File: config.mk
export PLATFORM = sky130hd
export DESIGN_NAME = branch_ctrl
export DESIGN_NICKNAME = d
export VERILOG_FILES = /design/src/rtl/branch_ctrl_pkg.sv /design/src/rtl/branch_ctrl_sat_counter.sv /design/src/rtl/branch_ctrl.sv
export SDC_FILE = /design/constraint.sdc
export NUM_CORES = 1
export LEC_CHECK = 0
export BUFFER_PORTS_ARGS = -buffer_cell sky130_fd_sc_hd__buf_2
export CAP_MARGIN = 30
export CELL_PAD_IN_SITES_DETAIL_PLACEMENT = 1
export CELL_PAD_IN_SITES_GLOBAL_PLACEMENT = 2
export CORE_ASPECT_RATIO = 1.1
export CORE_MARGIN = 2
export CORE_UTILIZATION = 28
export CTS_CLUSTER_SIZE = 8
export DETAILED_ROUTE_END_ITERATION = 8
export MAX_ROUTING_LAYER = met4
export PLACE_DENSITY = 0.9
export SYNTH_ARGS = -nofsm -noshare
export SYNTH_HDL_FRONTEND = slang
export SYNTH_HIERARCHICAL = 1
export SYNTH_SLANG_ARGS = --single-unit
File: constraint.sdc
create_clock -name clk -period 4.05 [get_ports clk]
set_input_delay 0.81 -clock clk [delete_from_list [all_inputs] [get_ports clk]]
set_output_delay 0.81 -clock clk [all_outputs]
set_load 0.01 [all_outputs]
File: src/rtl/branch_ctrl_pkg.sv
// branch_ctrl_pkg: shared MIPS branch opcode / REGIMM rt constants, the
// branch-resolution FSM state type, and small decode helpers used by
// branch_ctrl.
package branch_ctrl_pkg;

  // Primary opcodes
  localparam logic [5:0] EXE_BEQ         = 6'b000100;
  localparam logic [5:0] EXE_BNE         = 6'b000101;
  localparam logic [5:0] EXE_BLEZ        = 6'b000110;
  localparam logic [5:0] EXE_BGTZ        = 6'b000111;
  localparam logic [5:0] EXE_REGIMM_INST = 6'b000001;

  // REGIMM sub-ops carried in the rt field
  localparam logic [4:0] EXE_BLTZ   = 5'b00000;
  localparam logic [4:0] EXE_BGEZ   = 5'b00001;
  localparam logic [4:0] EXE_BLTZAL = 5'b10000;
  localparam logic [4:0] EXE_BGEZAL = 5'b10001;

  localparam logic [31:0] ZeroWord = 32'h0000_0000;

  typedef enum logic {
    BR_IDLE = 1'b0,
    BR_WAIT = 1'b1
  } br_state_e;

  // True for every instruction this block resolves.
  function automatic logic is_branch(input logic [5:0] op, input logic [4:0] rt);
    logic res;
    case (op)
      EXE_BEQ, EXE_BNE, EXE_BLEZ, EXE_BGTZ: res = 1'b1;
      EXE_REGIMM_INST: res = (rt == EXE_BLTZ) || (rt == EXE_BGEZ) ||
                             (rt == EXE_BLTZAL) || (rt == EXE_BGEZAL);
      default: res = 1'b0;
    endcase
    return res;
  endfunction

  // Only the two-register compares depend on rt.
  function automatic logic needs_rt(input logic [5:0] op);
    return (op == EXE_BEQ) || (op == EXE_BNE);
  endfunction

  // Branch-and-link forms write $31.
  function automatic logic is_link(input logic [5:0] op, input logic [4:0] rt);
    return (op == EXE_REGIMM_INST) && ((rt == EXE_BLTZAL) || (rt == EXE_BGEZAL));
  endfunction

endpackage

File: src/rtl/branch_ctrl_sat_counter.sv
// sat_counter: W-bit up counter that sticks at all-ones.
// Ports: clk (clock), clr (synchronous clear, wins over inc),
//        inc (count enable), q (current count).
module sat_counter #(
  parameter int W = 32
) (
  input  logic         clk,
  input  logic         clr,
  input  logic         inc,
  output logic [W-1:0] q
);

  logic [W-1:0] cnt_q;
  logic [W-1:0] cnt_d;

  // Next count: clear, saturating increment, or hold.
  always_comb begin
    cnt_d = cnt_q;
    if (clr) begin
      cnt_d = '0;
    end else if (inc && (cnt_q != {W{1'b1}})) begin
      cnt_d = cnt_q + {{(W-1){1'b0}}, 1'b1};
    end else begin
      cnt_d = cnt_q;
    end
  end

  // Count register.
  always_ff @(posedge clk) begin
    cnt_q <= cnt_d;
  end

  assign q = cnt_q;

endmodule

File: src/rtl/branch_ctrl.sv
// branch_ctrl: ID-stage branch resolution sequencer.
// Waits (stalling ID) until the operands feeding the external eqcmp are
// valid, then resolves the branch: registered PC redirect when taken, $31
// link write for BLTZAL/BGEZAL, delay-slot tracking and saturating counters.
// Ports: clk/rst (sync active-high); id_valid/id_op/id_rt/id_pc describe the
//   ID instruction; branch_target precomputed target; rs_ready/rt_ready
//   forwarding status; cmp_y eqcmp result; stall_in downstream freeze;
//   flush exception flush. Outputs stall_id, redirect_valid/redirect_pc,
//   link_we/link_addr, in_delay_slot, branch_cnt/taken_cnt/stall_cnt.
module branch_ctrl
  import branch_ctrl_pkg::*;
#(
  parameter int CNT_W = 32
) (
  input  logic             clk,
  input  logic             rst,
  input  logic             id_valid,
  input  logic [5:0]       id_op,
  input  logic [4:0]       id_rt,
  input  logic [31:0]      id_pc,
  input  logic [31:0]      branch_target,
  input  logic             rs_ready,
  input  logic             rt_ready,
  input  logic             cmp_y,
  input  logic             stall_in,
  input  logic             flush,
  output logic             stall_id,
  output logic             redirect_valid,
  output logic [31:0]      redirect_pc,
  output logic             link_we,
  output logic [31:0]      link_addr,
  output logic             in_delay_slot,
  output logic [CNT_W-1:0] branch_cnt,
  output logic [CNT_W-1:0] taken_cnt,
  output logic [CNT_W-1:0] stall_cnt
);

  br_state_e   state_q, state_d;
  logic        redirect_valid_q, redirect_valid_d;
  logic [31:0] redirect_pc_q, redirect_pc_d;
  logic        delay_slot_q, delay_slot_d;

  logic br_present;
  logic ops_ready;
  logic resolve;
  logic taken;

  // Decode, operand readiness, FSM next state and combinational outputs.
  always_comb begin
    br_present = id_valid && is_branch(id_op, id_rt);
    ops_ready  = rs_ready && (!needs_rt(id_op) || rt_ready);
    // Same resolve condition in both states; flush and stall_in block it.
    resolve    = br_present && ops_ready && !stall_in && !flush;
    taken      = resolve && cmp_y;
    state_d    = state_q;
    stall_id   = 1'b0;
    case (state_q)
      BR_IDLE: begin
        stall_id = br_present && !ops_ready;
        // stall_in freezes the FSM, so WAIT is entered only when unstalled.
        if (br_present && !ops_ready && !stall_in && !flush) begin
          state_d = BR_WAIT;
        end else begin
          state_d = BR_IDLE;
        end
      end
      BR_WAIT: begin
        stall_id = !resolve;
        if (flush || resolve) begin
          state_d = BR_IDLE;
        end else begin
          state_d = BR_WAIT;
        end
      end
      default: begin
        stall_id = 1'b0;
        state_d  = BR_IDLE;
      end
    endcase

    redirect_valid_d = taken;
    redirect_pc_d    = taken ? branch_target : redirect_pc_q;

    // Delay-slot flag survives downstream stalls, clears on next free cycle.
    if (flush) begin
      delay_slot_d = 1'b0;
    end else if (resolve) begin
      delay_slot_d = 1'b1;
    end else if (stall_in) begin
      delay_slot_d = delay_slot_q;
    end else begin
      delay_slot_d = 1'b0;
    end
  end

  // State and registered outputs.
  always_ff @(posedge clk) begin
    if (rst) begin
      state_q          <= BR_IDLE;
      redirect_valid_q <= 1'b0;
      redirect_pc_q    <= ZeroWord;
      delay_slot_q     <= 1'b0;
    end else begin
      state_q          <= state_d;
      redirect_valid_q <= redirect_valid_d;
      redirect_pc_q    <= redirect_pc_d;
      delay_slot_q     <= delay_slot_d;
    end
  end

  assign redirect_valid = redirect_valid_q;
  assign redirect_pc    = redirect_pc_q;
  assign in_delay_slot  = delay_slot_q;
  assign link_we        = resolve && is_link(id_op, id_rt);
  assign link_addr      = id_pc + 32'd8;

  sat_counter #(.W(CNT_W)) u_branch_cnt (
    .clk (clk), .clr (rst), .inc (resolve), .q (branch_cnt)
  );

  sat_counter #(.W(CNT_W)) u_taken_cnt (
    .clk (clk), .clr (rst), .inc (taken), .q (taken_cnt)
  );

  // Every WAIT cycle counts, except a flush cycle.
  sat_counter #(.W(CNT_W)) u_stall_cnt (
    .clk (clk), .clr (rst), .inc ((state_q == BR_WAIT) && !flush), .q (stall_cnt)
  );

endmodule

==> impl_metrics.ini, run 1 <==
[worst_setup_path]
max_stage_delay_ns = 0.40
worstSetupPathDepth = 11
crit_fanout = 6
startpoint_type = input pin
critical_path.cell_chain = buf_2 > nor4_4 > a21oi_2 > or3_1 > nor2_1 > nand4_1 > nor4_2 > buf_4 > nand4_1 > nor4_1 > mux2_2
path_buf_inv = 2
timing.rr.start = u_taken_cnt/q[16]
crit_type = input pin to flip-flop
reg2reg_slack_ns = 1.46
worstPathArrival_ns = 3.50
crit_top_cell = nand4_1
cp_top_family = simple AND/OR/NAND/NOR gates
r2r_end = u_taken_cnt/q[9]
end_kind = flip-flop
r2r_cells = 7
required_ns = 4.36
slowest_stage = nor4_4

[floorplan]
ioPinCount = 247
die_w_um = 155.4
chipHeight_um = 170.5
initial_core_util_pct = 28.65
die_area_mm2 = 0.02648
core.rowCount = 60
coreArea_mm2 = 0.02462

[drt]
dr.pass1.iters = 4
vias = 7608
drc = 0
detail_route.wirelength_um = 24010
ant_nets = 0
drt_iter0_markers = 267
routedWlPerCell_um = 17.07
vias_per_cell = 5.407

[placed_design]
dp_hpwl_um = 17420
port_buffers = 239
gp_congestion = 0.7694

[grt]
grt_pass1_vias = 7569
antenna_found_initial = 0
grt_max_degree = 54
overflow = 0
grt_pass1_wl_um = 38960
grt_usage_pct = 18.48

[sta]
setup_viol = 0
finalClockSkew_ns = 0.009147
max_freq_mhz = 313.6
fin_tns_setup_ns = 0
min_period_ns = 3.188
period_share_pct = 78.72
finalHoldViolations = 0
maxSlewHeadroom_pct = 54.99
tightest_slew_ns = 0.6731
drv_slew = 0
holdWs_ns = 0.4724
rsz0062_at_grt = false

[min_path]
holdPathEnd = redirect_pc[14]
hold_class = flip-flop to flip-flop
hold_depth = 2
min-delay-start = redirect_pc[14]

[final_layout]
final_nets = 1171
syn2layout_area_growth_pct = 30.96
n_antenna_cell = 0
drive_gt1_share_pct = 29.90

[cts]
root_buffer = clkbuf_16
ctsResizeCount = 0
cts_hold_buf = 0
post_cts_buffers = 0
cts_inserted_buffers = 17
htree_levels = 4
clockBufferDepth = 2
clk_latency_ns = 0.43
cts_tree = done
clk_pin_slew_ns = 0.06
clock-sinks = 131

[synthesis]
synth_area_mm2 = 0.007056
ys_ff_latch = 131
synthesis.instances = 856
synth_edf_count = 0
yosys.cell_types.count = 51
yosys_warnings = 6
postSynthAreaPerCell_um2 = 8.242
ys.flop_type = dfxtp_1
syn_nets = 943
async_reset_ff_share_pct = 0
synth-seq-area-share_pct = 37.17

[power_and_ir_drop]
p_switching_uw = 710.6
clkPwrFrac_pct = 54.4
p_leak_uw = 0.003456
powerDensity_mw_per_mm2 = 343.1
pwr-share-seq_pct = 40.7
p_int_uw = 2460
combPwrFrac_pct = 4.9
switching_share_pct = 22.41
ir_drop_uv = 219.9

[run_status]
outcome = complete, no violations

[job]
maxCapViolCount = 0
==> final cells by class <==
class	instances	area, um2
fill	3021	15380
multi-input combinational	661	4154
sequential	131	2623
timing repair buffer	262	1384
clock buffer	19	442.9
tap	310	387.9
clock inverter	13	207.7
inverter	11	41.29
==> worst max-delay path by stage <==
stage,start,endpoint,slack (ns)
floorplan,id_rt[1],u_branch_cnt/q[31],0.59
global placement,id_rt[1],u_branch_cnt/q[31],0.55
detailed placement,id_rt[1],u_branch_cnt/q[31],0.43
CTS,id_rt[1],u_branch_cnt/q[31],0.89
global route,id_rt[1],u_taken_cnt/q[31],0.63
finish,id_rt[1],u_branch_cnt/q[31],0.86
==> registers in the layout, summed over array words and instances, names as in the netlist <==
register	flops
u_taken_cnt/q	32
u_stall_cnt/q	32
u_branch_cnt/q	32
redirect_pc	32
state_q	1
in_delay_slot	1
redirect_valid	1
==> synthesized netlist by cell type (3+ instances only) <==
cell / number / area [um2]
a2111oi_0: 6 / 52.55
a211oi_1: 3 / 22.52
a21o_1: 4 / 30.03
a21oi_1: 98 / 490.5
a31o_2: 3 / 26.28
a31oi_1: 3 / 18.77
and2_1: 3 / 18.77
and3_1: 10 / 62.56
and3_4: 3 / 33.78
and4_1: 15 / 131.4
buf_2: 16 / 80.08
buf_4: 6 / 45.04
clkbuf_1: 27 / 101.4
dfxtp_1: 131 / 2623
dlygate4sd1_1: 3 / 26.28
ha_1: 4 / 50.05
inv_1: 11 / 41.29
mux2_1: 3 / 33.78
mux2_2: 3 / 33.78
mux2i_1: 3 / 30.03
nand2_1: 41 / 153.9
nand2b_1: 3 / 18.77
nand3_1: 82 / 410.4
nand3_2: 3 / 30.03
nand4_1: 43 / 269.0
nor2_1: 50 / 187.7
nor2b_1: 8 / 50.05
nor3_1: 12 / 60.06
nor3_2: 4 / 40.04
nor3b_1: 6 / 45.04
nor4_1: 14 / 87.58
nor4_2: 3 / 37.54
o21ai_0: 58 / 290.3
o31ai_1: 36 / 270.3
o41ai_4: 3 / 82.58
or2_2: 3 / 18.77
or3_1: 32 / 200.2
or3_4: 3 / 33.78
or3b_1: 4 / 35.03
or4_1: 36 / 270.3
xnor2_1: 38 / 332.8
xor2_1: 10 / 87.58
==> power by group through the flow <==
stage / Sequential [uW] / Clock, uW / Combinational [uW]
final: 1290 / 1720 / 156
after floorplan: 1320 / 0 / 70.8
after global routing: 1290 / 1840 / 172
after global placement: 1320 / 0 / 155
after CTS: 1290 / 1780 / 158
after detailed placement: 1320 / 0 / 158
==> through the flow <==
stage / util, % / total power [uW] / std cells / setup slack [ns] / instance area (um2)
CTS: 37.53 / 3223 / 1407 / 0.8864 / 9240
global route: 37.53 / 3297 / 1407 / 0.6262 / 9240
detailed placement: 34.88 / 1476 / 1375 / 0.4334 / 8589
global placement: 34.88 / 1473 / 1375 / 0.5480 / 8589
finish: 37.53 / 3170 / 1407 / 0.8617 / 9240
floorplan: - / 1389 / 856 / 0.5880 / 7056
==> routing by layer <==
layer | routed length [um] | share of wire [%] | GRT usage (%) | vias up
met4 | 286 | 1.2 | 5.066 | 0
met5 | 0 | 0 | - | -
met1 | 10590 | 44 | 21.93 | 3730
li1 | - | - | - | 3699
met2 | 12120 | 50 | 31.95 | 164
met3 | 1017 | 4.2 | 3.565 | 15
==> cells in the final DEF, fill, tap and decap left out, drive strengths merged, types with 4 or more instances in the layout <==
cell type,count
nor2b,8
o21ai,58
nor3,16
inv,11
clkbuf,19
dfxtp,131
nand2,41
and3,13
a21oi,99
nand3,85
nor3b,6
ha,4
or3b,4
bufinv,5
mux2,6
a21o,4
o31ai,36
buf,262
a2111oi,6
and4,15
clkinvlp,4
nor4,18
nor2,50
clkinv,4
or3,35
or4,37
xnor2,38
xor2,10
nand4,43
==> kinds of logic (layout without fill, tap and decap cells) <==
family | Yosys count | after routing | share of synthesized area (%)
adder cells (fa/ha/maj) | 4 | 4 | 0.7094
AO/OA/AOI/OAI | 217 | 217 | 18.62
XOR/XNOR | 48 | 48 | 5.958
flip-flops | 131 | 131 | 37.17
buffers and inverters | 64 | 305 | 4.221
multiplexers | 9 | 9 | 1.383
AND/OR/NAND/NOR | 383 | 383 | 31.94
==> worst reg2reg max path: cells and delay by family (launching register included) <==
| family | cells | cell delay, ns |
|---|---|---|
| AND/OR/NAND/NOR | 3 | 1.27 |
| buffers and inverters | 2 | 0.47 |
| AO/OA/AOI/OAI | 2 | 0.29 |
| flip-flops | 1 | 0.48 |
Note: power is estimated with default switching activity, not from simulation.
==> run 2: changes to the inputs <==
==> constraint.sdc (replaced) <==
create_clock -name clk -period 3 [get_ports clk]
set_input_delay 0.6 -clock clk [delete_from_list [all_inputs] [get_ports clk]]
set_output_delay 0.6 -clock clk [all_outputs]
set_load 0.01 [all_outputs]
==> run 2 against run 1 <==
  * Non-clock buffer count is 24 higher
  * Sequential power is 35% higher
  * Worst setup slack worse by 0.65 ns
  * Utilization is 0.56 points higher
  * Hold slack worse by 0.042 ns
  * Wire length is 0.62% higher
  * Total power is 27% higher
  * Die area stayed put
  * Cell area is 1.5% higher
  * Critical path type unchanged
  * Critical endpoint is now u_branch_cnt/q[29]
==> impl_metrics.ini, run 2 (same netlist as run 1, synthesis figures left out) <==
[cts]
htree_levels = 4
clk_pin_slew_ns = 0.06
cts_hold_buf = 0
ctsResizeCount = 0
clk_latency_ns = 0.42
clock-sinks = 131
root_buffer = clkbuf_16
post_cts_buffers = 0
clockBufferDepth = 2
cts_tree = done
cts_inserted_buffers = 17

[floorplan]
die_area_mm2 = 0.02648
ioPinCount = 247
core.rowCount = 60
chipHeight_um = 170.5
coreArea_mm2 = 0.02462
initial_core_util_pct = 28.65
die_w_um = 155.4

[worst_setup_path]
required_ns = 3.34
worstPathArrival_ns = 3.12
startpoint_type = input pin
end_kind = flip-flop
crit_type = input pin to flip-flop
crit_fanout = 5

[final_layout]
final_nets = 1195
final-instance-count-excl-fill = 1431
syn2layout_area_growth_pct = 32.91
layout_commonest_cell = buf_2
utilization_pct = 38.08
drive_gt1_share_pct = 31.58
num-fill-cells = 3067
n_antenna_cell = 0
final_cell_mix = buf_2 (238), dfxtp_1 (131), a21oi_1 (98), nand3_1 (82), o21ai_0 (58)

[sta]
holdWs_ns = 0.4303
tightest_slew_ns = 0.6595
drv_slew = 0
max_freq_mhz = 358.8
period_share_pct = 92.90
maxSlewHeadroom_pct = 55.70
setup_viol = 0
min_period_ns = 2.787
rsz0062_at_grt = false
finalHoldViolations = 0
finalClockSkew_ns = 0.01308
fin_tns_setup_ns = 0

[power_and_ir_drop]
ir_drop_uv = 313.9
p_leak_uw = 0.003562
pwr-share-seq_pct = 43.2
clkPwrFrac_pct = 51.4
p_switching_uw = 956.2
combPwrFrac_pct = 5.3
switching_share_pct = 23.75
p_int_uw = 3069
powerDensity_mw_per_mm2 = 429.2

[placed_design]
port_buffers = 239
gp_congestion = 0.7744
dp_hpwl_um = 17920
dp.cells = 1399

[grt]
grt_usage_pct = 18.59
grt_util_met1_pct = 22.23
use_met3_pct = 3.998
use_met2_pct = 31.88
antenna_found_initial = 0
grt_pass1_vias = 7732
busiest_layer = met2
grt_max_degree = 44
overflow = 0
grt_pass1_wl_um = 39270

[drt]
dr.pass1.iters = 5
vias_per_cell = 5.399
detail_route.wirelength_um = 24160
drc = 0
routedWlPerCell_um = 16.88
ant_nets = 0
drt_iter0_markers = 349
vias = 7726

[min_path]
hold_class = input pin to flip-flop

[job]
maxCapViolCount = 0

[run_status]
outcome = complete, no violations
-- run 2: routing by layer --
layer	wire (um)	share of wire [%]
met1	10860	45
met2	11790	49
met3	1227	5.1
met4	282	1.2
met5	0	0
-- run 2: path summary, 6_finish.rpt --
path	start	endpoint	slack [ns]	cells after the start
setup / recovery	id_rt[1]	u_branch_cnt/q[29]	0.21	11
hold / removal	branch_target[14]	redirect_pc[14]	0.43	3
setup reg to reg	u_taken_cnt/q[13]	u_taken_cnt/q[17]	0.46	6
hold reg to reg	redirect_pc[13]	redirect_pc[13]	0.47	2
-- run 2: worst max-delay path: stages --
cell and delay, ns:
buf_2 0.12, nor4_4 0.32, a21oi_2 0.12, or3_1 0.40
nor2_2 0.22, nand4_1 0.26, nor4_4 0.22, buf_4 0.18
nand4_1 0.11, or4_1 0.41, a21oi_1 0.15
-- run 2: through the flow --
stage,total power [uW],area (um2),setup WS (ns)
5_1_grt,4203,9378,0.05288
6_report,4025,9378,0.2130
3_5_place_dp,1996,8798,-0.2025
2_1_floorplan,1875,7072,-0.06239
3_3_place_gp,1993,8798,-0.1678
4_1_cts,4091,9378,0.2423
-- run 2: area by class of cell --
cell class	count	area, um2	share of cell area, %
Clock buffer	19	442.9	4.723
Clock inverter	13	136.4	1.454
Inverter	11	41.29	0.4403
Multi-Input combinational cell	661	4170	44.47
Sequential cell	131	2623	27.97
Tap cell	310	387.9	4.136
Timing Repair Buffer	286	1577	16.81
-- run 2: power by group through the flow --
stage          clock [uW]  combinational (uW)  sequential (uW)
2_1_floorplan           0                96.0             1780
3_5_place_dp            0                 217             1780
3_3_place_gp            0                 213             1780
5_1_grt              2230                 237             1740
4_1_cts              2130                 218             1740
6_report             2070                 215             1740
==> run 3: changes to the inputs <==
--- a/config.mk
+++ b/config.mk
@@ -14,7 +14,6 @@
 export CORE_UTILIZATION = 28
 export CTS_CLUSTER_SIZE = 8
 export DETAILED_ROUTE_END_ITERATION = 8
-export MAX_ROUTING_LAYER = met4
 export PLACE_DENSITY = 0.9
 export SYNTH_ARGS = -nofsm -noshare
 export SYNTH_HDL_FRONTEND = slang
==> run 3 against run 2 <==
  * Clock power barely moved
  * First-iteration DRC count shrank 12%
  * Utilization unchanged
  * Wire length about the same
  * Cell count did not move
  * Fmax is 0.10% higher
  * Die area stayed put
  * Sequential power hardly changed
  * Worst setup slack improved by 0.0029 ns
  * Non-clock buffer count unchanged
  * Largest cell class unchanged
  * Largest power group unchanged
  * Highest routed layer unchanged
==> impl_metrics.ini, run 3 (same netlist as run 1, synthesis figures left out) <==
[run_status]
outcome = complete, no violations

[power_and_ir_drop]
ir_drop_uv = 313.4
p_leak_uw = 0.003562
powerDensity_mw_per_mm2 = 429.5

[sta]
finalHoldViolations = 0
tightest_slew_ns = 0.6617
min_period_ns = 2.784
layout_setup_ws_ns = 0.2160
drv_slew = 0
max_freq_mhz = 359.2
finalClockSkew_ns = 0.01306
period_share_pct = 92.80
setup_viol = 0
maxSlewHeadroom_pct = 55.55
fin_tns_setup_ns = 0
rsz0062_at_grt = false

[drt]
vias_per_cell = 5.408
ant_nets = 0
vias = 7739
detail_route.wirelength_um = 24160
dr.pass1.iters = 4
drt_iter0_markers = 307
routedWlPerCell_um = 16.89
drc = 0

[final_layout]
final_cell_mix = buf_2 (238), dfxtp_1 (131), a21oi_1 (98), nand3_1 (82), o21ai_0 (58)
final_nets = 1195
layout_commonest_cell = buf_2
design_area_mm2 = 0.009378
n_antenna_cell = 0
multiInputGateArea_mm2 = 0.004170
drive_gt1_share_pct = 31.58
num-fill-cells = 3067
regArea_mm2 = 0.002623
syn2layout_area_growth_pct = 32.91

[cts]
cts_tree = done
clockBufferDepth = 2
clk_pin_slew_ns = 0.06
cts_hold_buf = 0
clk_latency_ns = 0.42
post_cts_buffers = 0
cts_inserted_buffers = 17
clock-sinks = 131
ctsResizeCount = 0
root_buffer = clkbuf_16
htree_levels = 4

[grt]
busiest_layer = met2
use_met3_pct = 5.118
grt_pass1_vias = 7716
use_met2_pct = 31.94
grt_usage_pct = 18.08
grt_util_met1_pct = 21.53
antenna_found_initial = 0
grt_pass1_wl_um = 39340
grt_max_degree = 44
overflow = 0

[worst_setup_path]
slowest_stage = or4_1
required_ns = 3.34
max_stage_delay_ns = 0.41
crit_type = input pin to flip-flop
crit_fanout = 5
startpoint_type = input pin
worstPathArrival_ns = 3.12
critical_path.cell_chain = buf_2 > nor4_4 > a21oi_2 > or3_1 > nor2_2 > nand4_1 > nor4_4 > buf_4 > nand4_1 > or4_1 > a21oi_1
cp_top_family = simple AND/OR/NAND/NOR gates
path_buf_inv = 2
end_kind = flip-flop

[floorplan]
die_area_mm2 = 0.02648
ioPinCount = 247
coreArea_mm2 = 0.02462
die_w_um = 155.4
initial_core_util_pct = 28.65
core.rowCount = 60
chipHeight_um = 170.5

[placed_design]
dpl_cell_area_mm2 = 0.008798
dp_hpwl_um = 17920
gp_congestion = 0.7642
dpl_worst_slack_ns = -0.2025
port_buffers = 239

[job]
maxCapViolCount = 0

[min_path]
hold_class = input pin to flip-flop
run 3: layer usage:
layer | part of all wire (%) | vias to the layer above
met5 | 0 | -
met4 | 1.1 | 0
met3 | 6.1 | 15
met2 | 49 | 204
met1 | 44 | 3764
li1 | - | 3756
run 3: metrics by stage:
| step | utilization, % | hold WS [ns] | cells | power [uW] |
|---|---|---|---|---|
| after floorplan | - | 0.4719 | 856 | 1875 |
| after global placement | 35.73 | 0.4535 | 1399 | 1993 |
| after detailed placement | 35.73 | 0.4655 | 1399 | 1996 |
| after CTS | 38.08 | 0.4098 | 1431 | 4091 |
| after global routing | 38.08 | 0.4201 | 1431 | 4203 |
| final | 38.08 | 0.4338 | 1431 | 4028 |
run 3: worst paths after layout:
check                     from                 end  slack [ns]  depth (start not counted)
max                   id_rt[1]  u_branch_cnt/q[29]        0.22                         11
min          branch_target[14]     redirect_pc[14]        0.43                          3
max reg2reg  u_taken_cnt/q[13]   u_taken_cnt/q[17]        0.45                          6
min reg2reg    redirect_pc[13]     redirect_pc[13]        0.47                          2
run 3: worst reg2reg max path, delay by kind of cell (launching register included):
kind / cells / cell delay [ns]
AND/OR/NAND/NOR: 3 / 1.39
AO/OA/AOI/OAI: 2 / 0.30
buffers and inverters: 1 / 0.35
flip-flops: 1 / 0.42
run 3: report_power, final:
group | switching [uW] | internal, uW | total, uW
Combinational | 129 | 86.5 | 215
Clock | 830 | 1240 | 2070
Sequential | 0.467 | 1740 | 1740
Total | 959 | 3070 | 4030
run 3: final cells by class:
cell class              count  share of cell area [%]
clock buffers              19                   4.723
clock inverters            13                   1.454
inverters                  11                  0.4403
multi-input cells         661                   44.47
flip-flops and latches    131                   27.97
well taps                 310                   4.136
repair buffers            286                   16.81
